## src/rtl/led_counter_pkg.sv

```systemverilog
// Shared types and defaults for the LED tick counter: FSM state encoding
// and the default counter/synchronizer sizes.
package led_counter_pkg;

  typedef enum logic [1:0] {
    PAUSED = 2'd0,
    UP     = 2'd1,
    DOWN   = 2'd2
  } state_e;

  localparam int DEF_WIDTH       = 8;
  localparam int DEF_SYNC_STAGES = 2;

  // Running state selected by a direction bit (1 = count down).
  function automatic state_e run_state(input logic dir_down);
    return dir_down ? DOWN : UP;
  endfunction

endpackage

```

## src/rtl/btn_sync_edge.sv

```systemverilog
// Raw push-button synchronizer followed by a registered rising-edge detector;
// a held button yields exactly one clk-wide press pulse.
module btn_sync_edge #(
  parameter int SYNC_STAGES = 2
) (
  input  logic clk,
  input  logic rst,
  input  logic async_in,
  output logic press
);

  logic [SYNC_STAGES-1:0] sync_r;
  logic                   prev_r;
  logic                   press_r;

  // Synchronizer chain, previous-level register and registered press pulse.
  always_ff @(posedge clk or negedge rst) begin
    if (!rst) begin
      sync_r  <= {SYNC_STAGES{1'b0}};
      prev_r  <= 1'b0;
      press_r <= 1'b0;
    end else begin
      sync_r  <= {sync_r[SYNC_STAGES-2:0], async_in};
      prev_r  <= sync_r[SYNC_STAGES-1];
      press_r <= sync_r[SYNC_STAGES-1] & ~prev_r;
    end
  end

  assign press = press_r;

endmodule

```

## src/rtl/led_tick_counter.sv

```systemverilog
// Counts divider ticks onto the board LEDs; buttons control run/pause,
// direction and parallel load, with wrap or saturate at the limits.
module led_tick_counter
  import led_counter_pkg::*;
#(
  parameter int WIDTH       = DEF_WIDTH,
  parameter int SYNC_STAGES = DEF_SYNC_STAGES
) (
  input  logic             clk,
  input  logic             rst,
  input  logic             tick_en,
  input  logic             btn_run,
  input  logic             btn_dir,
  input  logic             btn_load,
  input  logic [WIDTH-1:0] load_val,
  input  logic             wrap_en,
  output logic [WIDTH-1:0] leds,
  output logic             running,
  output logic             dir_down,
  output logic             wrap_pulse
);

  localparam logic [WIDTH-1:0] LEDS_MAX  = {WIDTH{1'b1}};
  localparam logic [WIDTH-1:0] LEDS_ZERO = {WIDTH{1'b0}};
  localparam logic [WIDTH-1:0] LEDS_ONE  = WIDTH'(1);

  logic run_press_s;
  logic dir_press_s;
  logic load_press_s;

  state_e           state_r;
  state_e           state_nxt_s;
  logic [WIDTH-1:0] leds_r;
  logic [WIDTH-1:0] leds_nxt_s;
  logic             dir_down_r;
  logic             dir_nxt_s;
  logic             running_r;
  logic             wrap_pulse_r;
  logic             wrap_nxt_s;
  logic             sat_s;

  btn_sync_edge #(.SYNC_STAGES(SYNC_STAGES)) u_sync_run (
    .clk(clk), .rst(rst), .async_in(btn_run), .press(run_press_s)
  );

  btn_sync_edge #(.SYNC_STAGES(SYNC_STAGES)) u_sync_dir (
    .clk(clk), .rst(rst), .async_in(btn_dir), .press(dir_press_s)
  );

  btn_sync_edge #(.SYNC_STAGES(SYNC_STAGES)) u_sync_load (
    .clk(clk), .rst(rst), .async_in(btn_load), .press(load_press_s)
  );

  // Next-state, direction and counter datapath; load beats tick, saturation forces PAUSED.
  always_comb begin
    dir_nxt_s   = dir_down_r ^ dir_press_s;
    state_nxt_s = state_r;
    leds_nxt_s  = leds_r;
    wrap_nxt_s  = 1'b0;
    sat_s       = 1'b0;

    // Direction is resolved first so a simultaneous run press uses the new direction.
    case (state_r)
      PAUSED: begin
        if (run_press_s) state_nxt_s = run_state(dir_nxt_s);
        else             state_nxt_s = PAUSED;
      end
      UP, DOWN: begin
        if (run_press_s)      state_nxt_s = PAUSED;
        else if (dir_press_s) state_nxt_s = run_state(dir_nxt_s);
        else                  state_nxt_s = state_r;
      end
      default: state_nxt_s = PAUSED;
    endcase

    if (load_press_s) begin
      leds_nxt_s = load_val;
    end else if (tick_en && (state_r == UP)) begin
      if (leds_r == LEDS_MAX) begin
        wrap_nxt_s = 1'b1;
        if (wrap_en) leds_nxt_s = LEDS_ZERO;
        else         sat_s      = 1'b1;
      end else begin
        leds_nxt_s = leds_r + LEDS_ONE;
      end
    end else if (tick_en && (state_r == DOWN)) begin
      if (leds_r == LEDS_ZERO) begin
        wrap_nxt_s = 1'b1;
        if (wrap_en) leds_nxt_s = LEDS_MAX;
        else         sat_s      = 1'b1;
      end else begin
        leds_nxt_s = leds_r - LEDS_ONE;
      end
    end else begin
      leds_nxt_s = leds_r;
    end

    if (sat_s) state_nxt_s = PAUSED;
    else       state_nxt_s = state_nxt_s;
  end

  // State, counter and registered outputs.
  always_ff @(posedge clk or negedge rst) begin
    if (!rst) begin
      state_r      <= PAUSED;
      leds_r       <= LEDS_ZERO;
      dir_down_r   <= 1'b0;
      running_r    <= 1'b0;
      wrap_pulse_r <= 1'b0;
    end else begin
      state_r      <= state_nxt_s;
      leds_r       <= leds_nxt_s;
      dir_down_r   <= dir_nxt_s;
      running_r    <= (state_nxt_s != PAUSED);
      wrap_pulse_r <= wrap_nxt_s;
    end
  end

  assign leds       = leds_r;
  assign running    = running_r;
  assign dir_down   = dir_down_r;
  assign wrap_pulse = wrap_pulse_r;

endmodule

```

## config.mk

```make
export PLATFORM = sky130hd
export DESIGN_NAME = led_tick_counter
export DESIGN_NICKNAME = d
export VERILOG_FILES = /design/src/rtl/led_counter_pkg.sv /design/src/rtl/btn_sync_edge.sv /design/src/rtl/led_tick_counter.sv
export SDC_FILE = /design/constraint.sdc
export NUM_CORES = 1
export LEC_CHECK = 0
export BUFFER_PORTS_ARGS = -buffer_cell sky130_fd_sc_hd__buf_2
export CAP_MARGIN = 20
export CORE_UTILIZATION = 49
export CTS_CLUSTER_DIAMETER = 100
export DETAILED_ROUTE_END_ITERATION = 8
export PLACE_DENSITY_LB_ADDON = 0.25
export SLEW_MARGIN = 20
export SYNTH_ARGS = -nofsm -noshare
export SYNTH_HDL_FRONTEND = slang
export SYNTH_SLANG_ARGS = --single-unit
```

## constraint.sdc

```tcl
create_clock -name clk -period 1.95 [get_ports clk]
set_input_delay 0.39 -clock clk [delete_from_list [all_inputs] [get_ports clk]]
set_output_delay 0.39 -clock clk [all_outputs]
set_load 0.005 [all_outputs]
```

# == Word-level counts from Yosys, hierarchy flattened ==
# Cells that the tools add are included.
# word_totals
register_bits,25
output_inout_bits,11
wordCells,60
# classes
muxes,24
n_eq_ne,5
bitwise_logic,7
reduce_logical,8
add_sub_neg,2
# op_table
op,n
two-way mux 8 bit,7
two-way mux 1 bit,11
two-way mux 2 bit,5
"adder 8 x 1 -> 8 bit, second input constant",1
"== test 8 bit, second input constant",1
zero test 8 bit,1
"inequality test 4 x 3 -> 1 bit, second input constant",2
"subtractor 8 x 1 -> 8 bit, second input constant",1
case mux 2 bit (2 select lines),1
bitwise AND 1 bit,3
NOT 1 bit,3
AND reduction 3 bit,1
nonzero test 3 bit,1
"== test 2 x 1 -> 1 bit, second input constant",1
"== test 2 bit, second input constant",1
logical AND 1 bit,2
zero test 2 bit,1
nonzero test 2 bit,1
OR reduction 2 bit,1
bitwise XOR 1 bit,1

# == Logic depth before layout (Yosys ltp) ==
# Gate-level depths: netlist of the first run.
# depth
ltp_word,7
mapped_depth,9
mapped_depth_nobuf,7

# == Cells and area by module ==
# A second synthesis of the first run with hierarchy kept.
# hier_totals
cells_unflattened,152
hier_area_um2,1425.1
# by_module_without_submodules
mod,n_inst,area_per_inst_um2,cells_each
led_tick_counter,1,1083.5,137
btn_sync_edge,3,113.9,5

# == Worst setup path after synthesis of the first run ==
# Ideal clock, no wire load.
# synth_path
path_kind,register to register
startpoint,"register leds_r[4], in the netlist leds[4]"
endpoint,"register leds_r[7], in the netlist leds[7]"
stages_incl_launch_ff,8
arrival_ns,1.713
path_slack_ns,0.108
cell_sequence,dfrtp_1 -> buf_6 -> or4_4 -> nor4_4 -> o21bai_2 -> buf_6 -> o211ai_2 -> o211ai_2
# synth_via
elab_chain_cells,5
elab_cells_between_ends,12
# synth_lines
item,line,rtl
"start, declared",led_tick_counter.sv:33,logic [WIDTH-1:0] leds_r;
"start signal, assigned",led_tick_counter.sv:112,leds_r <= leds_nxt_s;
subtractor 8 x 1 -> 8 bit or zero test 8 bit (tied branches),"led_tick_counter.sv:92, led_tick_counter.sv:87",
two-way mux 8 bit,led_tick_counter.sv:87,if (leds_r == LEDS_ZERO) begin
two-way mux 8 bit,led_tick_counter.sv:86,end else if (tick_en && (state_r == DOWN)) begin
two-way mux 8 bit,led_tick_counter.sv:78,end else if (tick_en && (state_r == UP)) begin
two-way mux 8 bit,led_tick_counter.sv:76,if (load_press_s) begin
# Parallel ways exist; a longest one is shown, timed or not. The select of a mux whose other input is x is not followed.
# A chain may end at the register's enable or synchronous reset.

# == Final worst setup path of the first run ==
# layout_path
startpoint,"register leds_r[3], in the netlist leds[3]"
endpoint,"register leds_r[2], in the netlist leds[2]"
# layout_via
elab_chain_cells,5
elab_cells_between_ends,10
# layout_lines
item,line
zero test 8 bit,led_tick_counter.sv:87
two-way mux 8 bit,led_tick_counter.sv:87
two-way mux 8 bit,led_tick_counter.sv:86
two-way mux 8 bit,led_tick_counter.sv:78
two-way mux 8 bit,led_tick_counter.sv:76
# Parallel ways exist; a longest one is shown, timed or not. The select of a mux whose other input is x is not followed.

==> impl_results.md, run 1 <==
- Outcome: finished, violations left
- Violated checks: design-rule violations
- Multi-input gate area: 800 um2
- Final setup violation count: 0
- Initial antenna violation count: 0
- Final HPWL from detailed placement: 2450 um
- Worst path slowest cell: or4_4
- Crit path cell chain: or4_4, nor4_4, o21bai_4, mux2_4
- First-pass GRT wire length: 5470 um
- Finished Layout Cells: 220
- Register area share after synthesis: 42.4%
- Post-route cell area: 0.00179 mm2
- Worst EP required: 2.18 ns
- # IOs: 26
- Num CTS Buffers: 3
- Register area: 627 um2
- CP top delay family: simple AND/OR/NAND/NOR gates
- Clock Tree Buf Depth: 2
- Top cell type's share of synthesized area: 42.4%
- Post-route ant nets: 0
- Clock Sink Count: 25
- Max-slew violations: 0
- Fillers: 249
- Pin slew with the least headroom to its limit: 0.553 ns
- Die Y: 56.9 um
- Cell Count Post-Placement: 212
- DRC errors left: 2
- Leak: 0.798 nW
- Starting DRC count in detailed routing: 36
- Diode count: 0
- Post-synth EDFFs: 0
- RSZ-0062 raised after global routing: true
- Router iterations before antenna repair: 8
- CTS clk-pin slew, worst paths: 0.15 ns
- Skew final: 0.00419 ns
- Via count: 1,308
- Place WS: -0.0521 ns
- Fin Hold WS: 0.0224 ns
- Post-synthesis async set-or-reset flop share: 100%
- Max IR drop VDD: 0.850 mV
- Core area: 0.00281 mm2
- Slew Limit Headroom: 63.2%
- Wire length per cell: 15.5 um
- Cell with the most instances after synthesis: dfrtp_1
- Clock Root Buffer: clkbuf_4
- Warnings, synthesis: 0
- H-tree depth: 1
- Chip width: 56.9 um
- Largest net degree at the start of global routing: 26
- #FFs+latches synth: 25
- Fraction of layout cells with a size suffix above 1: 31.2%
- Fin Setup TNS: 0 ns
- Highest clock rate: 523 MHz
- Startpoint Class: flip-flop
- Post-Syn Area: 0.00148 mm2
- CP arrival: 2.14 ns
- Kind of critical path: flip-flop to flip-flop
- Via density: 5.95
- # port buffers: 25
- Vias in the first global route: 1,206
- Post-synth top area cell: dfrtp_1
- Layout Nets: 212
- Total GRT Usage: 21.7%
- PnR worst setup slack: 0.0392 ns
- Maxcap violations: 0
- Max stage delay on crit path: 0.54 ns
- Unique masters post-synth: 44
- Synth top cells by count: dfrtp_1, nand2_1, a31oi_1, nor2_1
- Die area: 0.00324 mm2
- Gr ovfl total: 0
- DRT Wirelength: 3420 um
- Mapped Cells: 149
- Most used DFF post-synth: dfrtp_1
- Syn Area/Cell: 9.91 um2
- Area grow syn2layout: 21.0%
- Final Hold Fails: 0
- Buffers & Inverters on Critical Path: 0
- Worst-Skew Late Latency: 0.33 ns
- Setup crit end kind: flip-flop
- Mapped Nets: 171
- Worst min path class: input port to asynchronous set/reset pin
- Rows: 19
- Minimum clock period: 1.91 ns
- Final period util: 98.0%
- Placer Congestion: 0.923
- CTS tree: done
- Crit path max fanout: 8
- Initial Utilization: 52.6%
- Post-place instance area: 0.00170 mm2
- Pwr dens: 1360 mW/mm2
- Ranking of synthesized cells by area: dfrtp_1, ha_1, a31oi_1, nand2_1, nor3_1
area by class of cell:
cell class,instances,share of cell area [%]
Multi-Input combinational cell,109,44.7
Sequential cell,25,35.1
Timing Repair Buffer,43,14.6
Tap cell,31,2.17
Inverter,8,1.68
Clock buffer,3,1.26
Clock inverter,1,0.490
what timing repair did:
item	4_1_cts	5_1_grt
buffers inserted	0	3
pin swaps	0	4
hold buffers	0	0
resized for setup	1	4
gates cloned	0	1
setup endpoints to repair	4	5
per-layer routing:
layer / share of wire [%] / global-route usage, % / vias up
met1: 44 / 30.3 / 609
met2: 46 / 35.5 / 67
met5: 0 / 0 / -
met3: 9.8 / 3.00 / 4
met4: 0.79 / 5.57 / 0
li1: - / - / 628
metrics by stage:
stage,power (W),utilization [%]
after floorplan,0.00166,-
after global placement,0.00202,60.5
after detailed placement,0.00208,60.5
after CTS,0.00235,61.9
after global routing,0.00260,63.7
final,0.00242,63.7
power breakdown:
group	total, W	switching (W)	leakage, nW	internal (W)
registers	0.000776	0.000124	0.296	0.000653
clock network	0.000257	0.000173	0.0183	0.0000837
logic	0.00139	0.000739	0.483	0.000651
total	0.00242	0.00104	0.798	0.00139
cells in the final DEF (no fill, tap or decap), types with 3 or more instances in the layout:
master    synthesis  final
ha_1              7      7
dfrtp_1          25     24
buf_2             2     25
nand2_1          11     11
clkbuf_4          0      3
buf_4             2     18
nand4_1           3      3
nor2b_1           4      4
nor2_1            9      9
o21a_1            4      4
nand3_1           4      4
xnor2_1           4      4
a31oi_1          10     10
nor3_1            8      8
nand2b_1          5      5
inv_1             8      8
a21oi_1           4      4
worst reg2reg max path: cells and delay by family (launching register included):
family,cells,cell delay [ns]
flops,1,0.47
mux,1,0.32
simple gates,2,0.86
compound gates,1,0.17
registers in the layout (all words and copies together) (netlist names):
register and flops:
u_sync_run.sync_r 2, u_sync_run.prev_r 1, wrap_pulse 1, leds 8, u_sync_run.press 1, state_r 2, u_sync_dir.sync_r 2, dir_down 1
u_sync_dir.prev_r 1, u_sync_load.prev_r 1, running 1, u_sync_load.press 1, u_sync_load.sync_r 2, u_sync_dir.press 1
final timing paths:
check	start	cells past startpoint	endpoint	slack, ns
worst max-delay path	leds[3]$_DFFE_PN0P_	4	leds[2]$_DFFE_PN0P_	0.04
worst min-delay path	rst	1	leds[7]$_DFFE_PN0P_	0.02
worst max register to register	leds[3]$_DFFE_PN0P_	4	leds[2]$_DFFE_PN0P_	0.04
worst min register to register	u_sync_dir.sync_r[0]$_DFF_PN0_	0	u_sync_dir.sync_r[1]$_DFF_PN0_	0.37
max in group asynchronous	rst	1	leds[3]$_DFFE_PN0P_	1.54
min in group clk	btn_dir	1	u_sync_dir.sync_r[0]$_DFF_PN0_	0.15
logic make-up (layout without fill, tap and decap cells):
family          count (synthesis)  after routing  share of synthesized area [%]
mux                             3              3                           2.37
buf+inv                        16             55                           5.76
simple gates                   54             54                           20.5
fa+ha+maj                       7              7                           5.93
xor+xnor                        6              6                           3.56
flops                          25             25                           42.4
compound gates                 38             39                           19.5
Note: power is estimated with default switching activity, not from simulation.
==> inputs of run 2 (changes only) <==
ABC_AREA = 1   (was default)
CORE_UTILIZATION = 50   (was 49)
REMOVE_ABC_BUFFERS = 1   (was default)
==> run 2 against run 1 <==
The run still ends with design-rule violations left. Die area is 2.6% higher. Via count is 7.8% higher. Synthesized cell count is 46% higher. Fmax is 13% higher. Setup slack better by 0.22 ns. Combinational power is 24% lower. Clock-buffer cell count stayed put. Global-route usage is 0.50 points lower. Register-to-register slack better by 0.22 ns.
==> impl_results.md, run 2 <==
- Outcome: finished, violations left
- Violated checks: design-rule violations
- Post-synthesis mux area share: 0%
- Pwr dens: 1230 mW/mm2
- Synth top cells by count: nand2_1, inv_1, nor2_1, dfrtp_1, nand3_1
- Die area: 0.00332 mm2
- Final core occ: 60.5%
- Post-CTS Setup Inserts: 0
- Critical path endpoint: leds[1]$_DFFE_PN0P_
- Highest clock rate: 590 MHz
- Unique masters post-synth: 21
- # IOs: 26
- Initial Utilization: 54.2%
- Most common cell after layout, fill and taps aside: nand2_1
- Clock Tree Buf Depth: 2
- Total GRT Usage: 21.2%
- Worst reg2reg setup slack: 0.25 ns
- Initial antenna violation count: 0
- FF-to-FF End: leds[1]$_DFFE_PN0P_
- Most used DFF post-synth: dfrtp_1
- Worst EP required: 2.17 ns
- Maxcap violations: 0
- Max-slew violations: 0
- Post-synth EDFFs: 0
- Skew final: 0.00218 ns
- Final period util: 87.0%
- Post-route cell area: 0.00173 mm2
- Worst-Skew Late Latency: 0.32 ns
- Cell with the most instances after synthesis: nand2_1
- Fraction of layout cells with a size suffix above 1: 15.4%
- Post-Synth Adder-Cell Area: 5.66%
- Fin Hold WS: 0.0237 ns
- Area grow syn2layout: 11.6%
- Core area: 0.00285 mm2
- CP arrival: 1.92 ns
- Kind of critical path: flip-flop to flip-flop
- Max IR drop VDD: 0.822 mV
- Num CTS Buffers: 3
- Gr ovfl total: 0
- Clock Root Buffer: clkbuf_4
- R2r worst-path depth: 9
- Most frequent cells in the layout: nand2_1, inv_1, nor2_1
- Post-Syn Area: 0.00155 mm2
- Post-CTS Hold Fix Bufs: 0
- Worst min path class: input port to asynchronous set/reset pin
- Setup crit end kind: flip-flop
- Max stage delay on crit path: 0.48 ns
- Final HPWL from detailed placement: 2550 um
- Crit path max fanout: 13
- Synth Area in Simple Gates: 35.0%
- Die Y: 57.6 um
- CTS tree: done
- Finished Layout Cells: 277
- Via density: 5.09
- Post-place instance area: 0.00169 mm2
- Via count: 1,410
- Wire length per cell: 11.9 um
- Rows: 19
- Worst Setup SP: leds[0]$_DFFE_PN0P_
- Max reg flops: 8
- Largest family of logic cells by synthesized area: simple AND/OR/NAND/NOR gates
- Post-synth top area cell: dfrtp_1
- Chip width: 57.6 um
- Register area share after synthesis: 40.5%
- First-pass GRT wire length: 5490 um
- Post-CTS Resized: 0
- Diode count: 0
- Starting DRC count in detailed routing: 87
- Post-Synth XOR/XNOR Area: 1.70%
- Placer Congestion: 1.04
- Post-synthesis async set-or-reset flop share: 100%
- Final Hold Fails: 0
- Largest net degree at the start of global routing: 26
- #FFs+latches synth: 25
- Leak: 0.991 nW
- Worst path slowest cell: dfrtp_1
- Fin Setup TNS: 0 ns
- H-tree depth: 1
- Post-route ant nets: 0
- Compound-cell area share of the yosys netlist: 5.50%
- RSZ-0062 raised after global routing: false
- Final setup violation count: 0
- Syn Area/Cell: 7.09 um2
- Ranking of synthesized cells by area: dfrtp_1, nand2_1, inv_1, nor2_1, nand3_1
- Reg2Reg Launch Point: leds[0]$_DFFE_PN0P_
- CTS clk-pin slew, worst paths: 0.14 ns
- Top cell type's share of synthesized area: 40.5%
- DRT Wirelength: 3300 um
- Pin slew with the least headroom to its limit: 0.531 ns
- Layout Nets: 269
- Slew Limit Headroom: 64.6%
- Clock Sink Count: 25
- Vias in the first global route: 1,236
- DRC errors left: 4
- # port buffers: 25
- Minimum clock period: 1.70 ns
- Warnings, synthesis: 0
- Router iterations before antenna repair: 6
- Cell Count Post-Placement: 273
- Mapped Cells: 218
- Crit path cell chain: inv_1, ha_1, nand2_1, nor2_1, nand4_1, nand3_2, inv_1, nand2_1, o21ai_1
- Startpoint Class: flip-flop
==> run 2: changes by cell type in the layout (fill, tap and decap cells not counted), sizes merged, moves of 4 or more <==
cell | before | now
nand2 | 11 | 61
inv | 9 | 35
nor2 | 9 | 33
nand3 | 4 | 21
o21ai | 1 | 15
buf | 43 | 30
a31oi | 10 | 0
nor3 | 10 | 1
nand2b | 5 | 0
nand4 | 3 | 8
nor2b | 4 | 0
o211ai | 4 | 0
o21a | 4 | 0
==> run 2: final cells by class <==
cell class / instances / area, um2
Fill cell: 277 / 1130
Multi-Input combinational cell: 153 / 739
Sequential cell: 25 / 626
Timing Repair Buffer: 30 / 163
Inverter: 34 / 128
Tap cell: 31 / 38.8
Clock buffer: 3 / 22.5
Clock inverter: 1 / 8.76
==> run 2: worst min path at each step <==
stage	endpoint	slack (ns)	cells after the start
2_1_floorplan	dir_down$_DFF_PN0_	0.09	0
3_3_place_gp	u_sync_load.sync_r[1]$_DFF_PN0_	0.33	0
3_5_place_dp	u_sync_dir.sync_r[1]$_DFF_PN0_	0.33	0
4_1_cts	leds[3]$_DFFE_PN0P_	0.03	1
5_1_grt	leds[1]$_DFFE_PN0P_	0.06	1
6_report	leds[7]$_DFFE_PN0P_	0.02	1
==> run 2: kinds of logic (layout without fill, tap and decap cells) <==
kind of cell	after synthesis	in the layout
adders and majority gates	7	7
xor gates and xnor gates	3	3
and+or+nand+nor	126	126
DFF	25	25
AOI/OAI and AO/OA	17	17
buffers and inverters	40	68
==> run 2: through the flow <==
| stage | worst slack [ns] | total power, W |
|---|---|---|
| 5_1_grt | 0.0563 | 0.00233 |
| 2_1_floorplan | 0.440 | 0.00151 |
| 3_5_place_dp | 0.274 | 0.00189 |
| 3_3_place_gp | 0.298 | 0.00187 |
| 6_report | 0.254 | 0.00213 |
| 4_1_cts | 0.241 | 0.00214 |
==> run 2: critical path, delay by kind of cell, from the launching register on <==
family,cells,cell delay [ns]
AND/OR/NAND/NOR,5,0.59
flip-flops,1,0.48
buffers and inverters,2,0.26
adder cells (fa/ha/maj),1,0.22
AO/OA/AOI/OAI,1,0.06
==> run 2: metal layers <==
metal / up-vias / global-route usage, % / part of all wire, %
met1: 620 / 29.9 / 46
met3: 2 / 4.24 / 6.5
met4: 0 / 2.09 / 0.30
met2: 55 / 35.4 / 47
met5: - / 0 / 0
li1: 733 / - / -
==> run 2: where the power goes <==
part | leakage, nW | total, W | internal (W) | switching, W
Combinational | 0.665 | 0.00106 | 0.000418 | 0.000644
Sequential | 0.308 | 0.000821 | 0.000629 | 0.000191
Clock | 0.0183 | 0.000245 | 0.0000834 | 0.000161
Total | 0.991 | 0.00213 | 0.00113 | 0.000997
